## src/rtl/mem_arb_pkg.sv

```systemverilog
// Shared types and default widths for the memory-port arbiter.
package mem_arb_pkg;

  localparam int ADDR_W_DEF = 28;
  localparam int LINE_W_DEF = 128;

  typedef enum logic [1:0] {
    IDLE    = 2'd0,
    BUSY_I  = 2'd1,
    BUSY_D  = 2'd2,
    RELEASE = 2'd3
  } state_t;

  typedef enum logic {
    OWN_I = 1'b0,
    OWN_D = 1'b1
  } owner_t;

endpackage

```

## src/rtl/mem_arb_pick.sv

```systemverilog
// Grant selection for the memory arbiter; grants only in IDLE.
// Fixed D-over-I priority by default, round-robin when MEM_ARB_FAIR_EN is defined.
module mem_arb_pick
  import mem_arb_pkg::*;
(
  input  state_t state_i,
  input  logic   i_req_i,
  input  logic   d_req_i,
`ifdef MEM_ARB_FAIR_EN
  input  owner_t last_owner_i,
`endif
  output logic   grant_i_o,
  output logic   grant_d_o
);

  always_comb begin
    grant_i_o = 1'b0;
    grant_d_o = 1'b0;
    if (state_i == IDLE) begin
`ifdef MEM_ARB_FAIR_EN
      // Contention goes to whichever side did not own the port last.
      if (i_req_i && d_req_i) begin
        if (last_owner_i == OWN_D) grant_i_o = 1'b1;
        else                       grant_d_o = 1'b1;
      end else begin
        grant_i_o = i_req_i;
        grant_d_o = d_req_i;
      end
`else
      grant_d_o = d_req_i;
      grant_i_o = i_req_i && !d_req_i;
`endif
    end
  end

endmodule

```

## src/rtl/mem_arbiter.sv

```systemverilog
// Shares the off-chip memory port between the I-cache and D-cache miss engines.
// One transaction is held in registers until mem_ready; optional MEM_ARB_FAIR_EN.
module mem_arbiter
  import mem_arb_pkg::*;
#(
  parameter int ADDR_W = ADDR_W_DEF,
  parameter int LINE_W = LINE_W_DEF
) (
  input  logic              clk,
  input  logic              rst_n,
  input  logic              i_read,
  input  logic [ADDR_W-1:0] i_addr,
  output logic [LINE_W-1:0] i_rdata,
  output logic              i_ready,
  input  logic              d_read,
  input  logic              d_write,
  input  logic [ADDR_W-1:0] d_addr,
  input  logic [LINE_W-1:0] d_wdata,
  output logic [LINE_W-1:0] d_rdata,
  output logic              d_ready,
  output logic              mem_read,
  output logic              mem_write,
  output logic [ADDR_W-1:0] mem_addr,
  output logic [LINE_W-1:0] mem_wdata,
  input  logic [LINE_W-1:0] mem_rdata,
  input  logic              mem_ready,
  output state_t            dbg_state_o
);

  state_t              state_q, state_d;
  logic                mem_read_q, mem_read_d;
  logic                mem_write_q, mem_write_d;
  logic [ADDR_W-1:0]   addr_q, addr_d;
  logic [LINE_W-1:0]   wdata_q, wdata_d;
  logic                grant_i, grant_d;
`ifdef MEM_ARB_FAIR_EN
  owner_t              last_owner_q, last_owner_d;
`endif

  mem_arb_pick u_pick (
    .state_i      (state_q),
    .i_req_i      (i_read),
    .d_req_i      (d_read | d_write),
`ifdef MEM_ARB_FAIR_EN
    .last_owner_i (last_owner_q),
`endif
    .grant_i_o    (grant_i),
    .grant_d_o    (grant_d)
  );

  always_comb begin
    state_d     = state_q;
    mem_read_d  = mem_read_q;
    mem_write_d = mem_write_q;
    addr_d      = addr_q;
    wdata_d     = wdata_q;
    i_ready     = 1'b0;
    d_ready     = 1'b0;
`ifdef MEM_ARB_FAIR_EN
    last_owner_d = last_owner_q;
`endif
    case (state_q)
      IDLE: begin
        if (grant_d) begin
          // A simultaneous read+write request is taken as a write.
          state_d     = BUSY_D;
          addr_d      = d_addr;
          wdata_d     = d_wdata;
          mem_write_d = d_write;
          mem_read_d  = !d_write;
`ifdef MEM_ARB_FAIR_EN
          last_owner_d = OWN_D;
`endif
        end else if (grant_i) begin
          state_d     = BUSY_I;
          addr_d      = i_addr;
          mem_read_d  = 1'b1;
          mem_write_d = 1'b0;
`ifdef MEM_ARB_FAIR_EN
          last_owner_d = OWN_I;
`endif
        end
      end
      BUSY_I: begin
        if (mem_ready) begin
          i_ready     = 1'b1;
          state_d     = RELEASE;
          mem_read_d  = 1'b0;
          mem_write_d = 1'b0;
        end
      end
      BUSY_D: begin
        if (mem_ready) begin
          d_ready     = 1'b1;
          state_d     = RELEASE;
          mem_read_d  = 1'b0;
          mem_write_d = 1'b0;
        end
      end
      RELEASE: state_d = IDLE;
      default: state_d = IDLE;
    endcase
  end

  always_ff @(posedge clk) begin
    if (!rst_n) begin
      state_q     <= IDLE;
      mem_read_q  <= 1'b0;
      mem_write_q <= 1'b0;
      addr_q      <= '0;
      wdata_q     <= '0;
`ifdef MEM_ARB_FAIR_EN
      last_owner_q <= OWN_D;
`endif
    end else begin
      state_q     <= state_d;
      mem_read_q  <= mem_read_d;
      mem_write_q <= mem_write_d;
      addr_q      <= addr_d;
      wdata_q     <= wdata_d;
`ifdef MEM_ARB_FAIR_EN
      last_owner_q <= last_owner_d;
`endif
    end
  end

  assign mem_read    = mem_read_q;
  assign mem_write   = mem_write_q;
  assign mem_addr    = addr_q;
  assign mem_wdata   = wdata_q;
  assign i_rdata     = mem_rdata;
  assign d_rdata     = mem_rdata;
  assign dbg_state_o = state_q;

endmodule

```

## config.mk

```make
export PLATFORM = sky130hd
export DESIGN_NAME = mem_arbiter
export DESIGN_NICKNAME = d
export VERILOG_FILES = /design/src/rtl/mem_arb_pkg.sv /design/src/rtl/mem_arb_pick.sv /design/src/rtl/mem_arbiter.sv
export SDC_FILE = /design/constraint.sdc
export NUM_CORES = 1
export LEC_CHECK = 0
export CAP_MARGIN = 20
export CORE_AREA = 10 10 282 284
export CTS_CLUSTER_DIAMETER = 60
export DETAILED_ROUTE_END_ITERATION = 8
export DIE_AREA = 0 0 292 294
export PLACE_DENSITY = 0.44
export SLEW_MARGIN = 20
export SYNTH_ARGS = -nofsm -noshare
export SYNTH_HDL_FRONTEND = slang
export SYNTH_SLANG_ARGS = --single-unit
```

## constraint.sdc

```tcl
create_clock -name clk -period 1.75 [get_ports clk]
set_clock_uncertainty 0.15 [all_clocks]
set_input_delay 0.175 -clock clk [delete_from_list [all_inputs] [get_ports clk]]
set_output_delay 0.175 -clock clk [all_outputs]
set_load 0.02 [all_outputs]
```

## Word-level counts from Yosys, hierarchy flattened

Index checks and enable logic that the tools add are counted.

- Flip-flop bits (word level): 160
- Bits in latches: 0
- Memory bits (writable): 0
- ROM bits: 0
- Bits of input ports: 318
- Memories kept: 0

- Add/subtract/negate cells: 0
- Multipliers: 0
- Div/mod/pow operators: 0
- $lt $le $gt $ge: 0
- Eq/ne operators: 5
- Shift-type cells: 0
- Multiplexer cells: 18
- Bitwise gates (word level): 1
- Reduce and logical (&&, ||, !) cells: 11

Operator list:

| cell | number |
|---|---|
| 2-to-1 mux 28 bit | 2 |
| 2-to-1 mux 1 bit | 10 |
| 2-to-1 mux 2 bit | 3 |
| one-hot mux 2 bit (3 select lines) | 1 |
| AND reduction 2 bit | 3 |
| equality test 2 bit, second input constant | 2 |
| one-hot mux 1 bit (2 select lines) | 2 |
| nonzero test 2 bit | 2 |
| != test 3 bit, second input constant | 1 |
| AND reduction 3 bit | 1 |
| equality test 2 x 1 -> 1 bit, second input constant | 1 |
| zero test 1 bit | 2 |
| zero test 2 bit | 1 |
| != test 2 x 1 -> 1 bit, second input constant | 1 |
| OR reduction 2 bit | 1 |
| logical AND 1 bit | 1 |
| bitwise OR 1 bit | 1 |

## Logic depth before layout (Yosys ltp)

- Word-level depth: 7
- Mapped depth: 8
- Mapped depth without buffers: 5

## By module

Synthesis repeated with hierarchy kept, for this count alone.

- Cells, all modules: 972
- Area total of the unflattened synthesis: 8310.5 sq um

Modules (own cells, without submodules):

| module | instances | cells each | area each (sq um) | sequential area each (sq um) |
|---|---|---|---|---|
| mem_arbiter | 1 | 970 | 8287.9 | 3203.1 |
| mem_arb_pick | 1 | 2 | 22.5 | 0.0 |

## Worst setup path after synthesis

OpenSTA, ideal clock, no wires.

- Path kind: reg2reg
- Start: register state_q[0] (netlist: dbg_state_o[0])
- End: register wdata_q[107] (netlist: mem_wdata[107])
- Library setup time: 0.070 ns
- Arrival: 1.546 ns
- Data required time: 1.530 ns
- Setup slack: -0.017 ns
- Cell stages (with the launch flop): 9
- Buffers on the path: 3
- Cell sequence: dfxtp_1 > inv_1 > ha_1 > buf_4 > o21ai_1 > buf_2 > buf_2 > nand2_1 > a21oi_1

- Word-level cells in the longest chain between the ends: 3

RTL lines:

| what | line | text |
|---|---|---|
| start: declaration | mem_arbiter.sv:30 | `state_t state_q, state_d;` |
| start signal: assignment | mem_arbiter.sv:116 | `state_q <= state_d;` |
| zero test 2 bit * | mem_arb_pick.sv:19, mem_arbiter.sv:62 |  |
| 2-to-1 mux 1 bit | mem_arb_pick.sv:19 | `if (state_i == IDLE) begin` |
| AND reduction 2 bit (no source line) * | n/a |  |
| end signal: assignment | mem_arbiter.sv:120 | `wdata_q <= wdata_d;` |
| end: declaration | mem_arbiter.sv:34 | `logic [LINE_W-1:0] wdata_q, wdata_d;` |

Every way passes the cells marked *; elsewhere a longest branch is shown, timed or not.
A chain may end at the register's enable or synchronous reset.

## Worst setup path after layout

- Start: register state_q[0] (netlist: dbg_state_o[0])
- End: output port i_ready

- Word-level cells in the longest chain between the ends: 2

RTL lines:

| what | line | text |
|---|---|---|
| equality test 2 x 1 -> 1 bit | mem_arbiter.sv:62 | `case (state_q)` |
| 2-to-1 mux 1 bit | mem_arbiter.sv:62 |  |
| end: declaration | mem_arbiter.sv:14 | `output logic i_ready,` |

Every way passes these cells.

==> metrics.md <==
| Metric | Value |
|---|---|
| Total die area | 85,800 µm² |
| Slowest Stage Delay on Critical Path | 0.34 ns |
| Adder-cell share of the synthesized area | 0.472% |
| GRT Total Usage | 7.54% |
| Total Wirelength | 33.5 mm |
| Post-synth EDFFs | 0 |
| Netlist cell types | 25 |
| Critical Path RT | 1.42 ns |
| Starting Density | 10.8% |
| Gpl congestion | 0.743 |
| Max-cap violation count | 0 |
| IO Pins | 736 |
| Internal Power | 10,100 µW |
| Number of global-route vias before repair | 7,237 |
| Psw | 6940 µW |
| Number of core rows | 100 |
| Die Height | 294 µm |
| Remaining antenna violation count after routing | 0 |
| CTS tree | done |
| Max IR drop VDD | 0.000564 V |
| Synth async-reset ratio | 0% |
| Delay-heaviest family, CP | flip-flops |
| Global-route wire length before repair | 47.7 mm |
| Crit-path max FO | 2 |
| Diode count | 0 |
| Worst R2R Setup Slack | 0.09 ns |
| Sequential Power Share | 29.8% |
| FMAX | 588 MHz |
| Initial antenna violation count | 1 |
| Post-synthesis cell area | 7960 µm² |
| Largest net degree at the start of global routing | 36 |
| Die X | 292 µm |
| Startpoint Class | register |
| Mean post-synth cell area | 7.91 µm² |
| Cts hold-fix bufs | 0 |
| Clock network power share | 23.5% |
| # DRC | 0 |
| Rel. slew slack | 76.6% |
| Combinational power share | 46.7% |
| Arr. time, crit path | 1.38 ns |
| CTS root buf | clkbuf_16 |
| Max-slew violation count | 0 |
| Post-Synth XOR/XNOR Area | 0% |
| RSZ-0062 raised after global routing | yes |
| Ranking of synthesized cells by area | dfxtp_1, buf_4, nand2_1 |
| P&R area growth vs syn | 45.6% |
| Worst-path clk slew | 0.07 ns |
| Fin crit share | 97.2% |
| Clk buf depth | 2 |
| CTS Buf Count | 17 |
| Worst-Skew Late Latency | 0.47 ns |
| Sw Share | 40.6% |
| Initial drt markers | 177 |
| Post-synth top flop | dfxtp_1 |
| Worst Hold Class | in -> reg |
| Status | finished clean |
| Main combinational cell family by area after synthesis | buffers and inverters |
| Routed vias | 6,851 |
| Fraction of layout cells with a size suffix above 1 | 9.71% |
| First-pass DRT Iterations | 5 |
| H-tree depth | 4 |
| Mux cell area share after synthesis | 0% |
| Synth Area in Compound Gates | 13.3% |
| Flops & latches, synth | 160 |
| Core Region | 73,900 µm² |
| # setup viols final | 0 |
| Vias per inst | 3.28 |
| Crit end category | output pin |
| I/O Buffers | 351 |
| Synth warnings | 0 |
| Final hold vios | 0 |
| Post-synthesis sequential area ratio | 40.3% |
| Share of the synthesized area in the top cell type | 40.3% |
| Dpl hpwl | 26.3 mm |
| Slowest-stage cell, CP | dfxtp_2 |
| Post-layout util | 15.7% |
| WP buf/inv | 2 |
| CP Cell Sequence | buf_4 > ha_2 > and2_4 > buf_6 |
| Power per cell area | 1470 nW/µm² |
| Final net count | 1,430 |
| Gate Count Post-Synth | 1,006 |
| Critical path type | reg -> out |
| Simple-gate share of the synthesized area | 18.0% |
| Worst slew pin tran | 0.352 ns |
| Setup TNS Final | 0 ns |
| Syn_nets | 1,327 |
| Setup Buffers After CTS | 0 |
| Total gr overflow | 0 |
| Leakage | 0.00472 µW |
| Minimum clock period | 1.70 ns |
| Area leader, netlist | dfxtp_1 |
| Wirelength per Cell | 16.0 µm |
| Clk sink count | 160 |
-- Yosys cell counts, types with 2 or more instances --
| master | count |
|---|---|
| a211oi_1 | 28 |
| a21oi_1 | 129 |
| and2_1 | 2 |
| buf_2 | 30 |
| buf_4 | 260 |
| clkbuf_1 | 28 |
| clkbuf_2 | 2 |
| dfxtp_1 | 160 |
| ha_1 | 3 |
| inv_1 | 3 |
| nand2_1 | 259 |
| nor2_1 | 30 |
| o21ai_0 | 29 |
| o21ai_1 | 5 |
| or4b_1 | 28 |
-- power by group through the flow --
stage               sequential, µW  combinational [µW]  clock [µW]
CTS                           5100                7930        4270
finish                        5090                7980        4000
global placement              5170                8390           0
global route                  5210                8770        4360
floorplan                     6330                3670           0
detailed placement            5200                8460           0
-- final cells by class --
type,count,area [µm²]
fill,8425,62400
clock buffer,20,437
timing repair buffer,404,3930
multi-input combinational,523,2620
clock inverter,12,159
tap,969,1210
inverter,3,18.8
sequential,160,3210
-- cell families after synthesis --
| family | after synthesis |
|---|---|
| simple gates | 325 |
| buf+inv | 323 |
| compound gates | 195 |
| flops | 160 |
| fa+ha+maj | 3 |
-- worst register-to-register path: cells and delay by family, from the launching register on --
| family | cells | cell delay, ns |
|---|---|---|
| AOI/OAI and AO/OA | 2 | 0.21 |
| buffers and inverters | 4 | 0.61 |
| adders and majority gates | 1 | 0.19 |
| DFF | 1 | 0.33 |
| and+or+nand+nor | 1 | 0.10 |
-- layout by cell type (no fill, tap or decap), drive strengths merged --
cell,synthesis,layout
a211o,1,1
nor4b,1,1
inv,3,6
o31a,1,1
bufinv,0,3
and2,2,2
a21oi,129,129
dlygate4sd2,0,157
or4b,28,28
clkinv,0,5
a22o,1,1
and3,1,1
nor2b,1,1
clkinvlp,0,1
dfxtp,160,160
nor4bb,1,1
ha,3,3
o21ai,34,34
nor2,30,30
nor3,1,1
nand2,259,259
o21a,1,1
buf,290,57
clkbuf,30,21
a211oi,28,28
nand4b,1,1
clkdlybuf4s50,0,189
-- registers in the layout, summed over array words and instances, names as in the netlist --
register / flops
mem_read: 1
dbg_state_o: 2
mem_addr: 28
mem_write: 1
mem_wdata: 128
-- per-layer routing --
metal | track usage (%) | share of wire, % | vias up
met3 | 4.02 | 11 | 109
li1 | - | - | 3242
met1 | 7.99 | 40 | 3057
met5 | 0.116 | 0.039 | -
met2 | 11.3 | 44 | 441
met4 | 5.53 | 5.7 | 2
-- worst paths after layout --
path,startpoint,endpoint,cells after the start
worst min register to register,mem_wdata[89],mem_wdata[89],2
worst min-delay path,d_wdata[110],mem_wdata[110],3
worst max register to register,dbg_state_o[1],mem_wdata[34],8
worst max-delay path,dbg_state_o[0],i_ready,4
-- stage by stage --
step	setup WS (ns)	hold slack [ns]	cells	instance area, µm²	total power [µW]
2_1_floorplan	0.00359	0.161	1006	7960	10000
3_3_place_gp	-0.198	0.200	2057	11000	13600
3_5_place_dp	-0.229	0.200	2057	11000	13700
4_1_cts	-0.0336	0.0256	2089	11500	17300
5_1_grt	-0.0375	0.0673	2091	11600	18300
6_report	0.0498	0.102	2091	11600	17100
-- repair_timing --
action,4_1_cts,5_1_grt
cloned,0,2
setup endpoints to repair,294,91
resized for setup,176,21
Power figures use the tool's default switching activity.
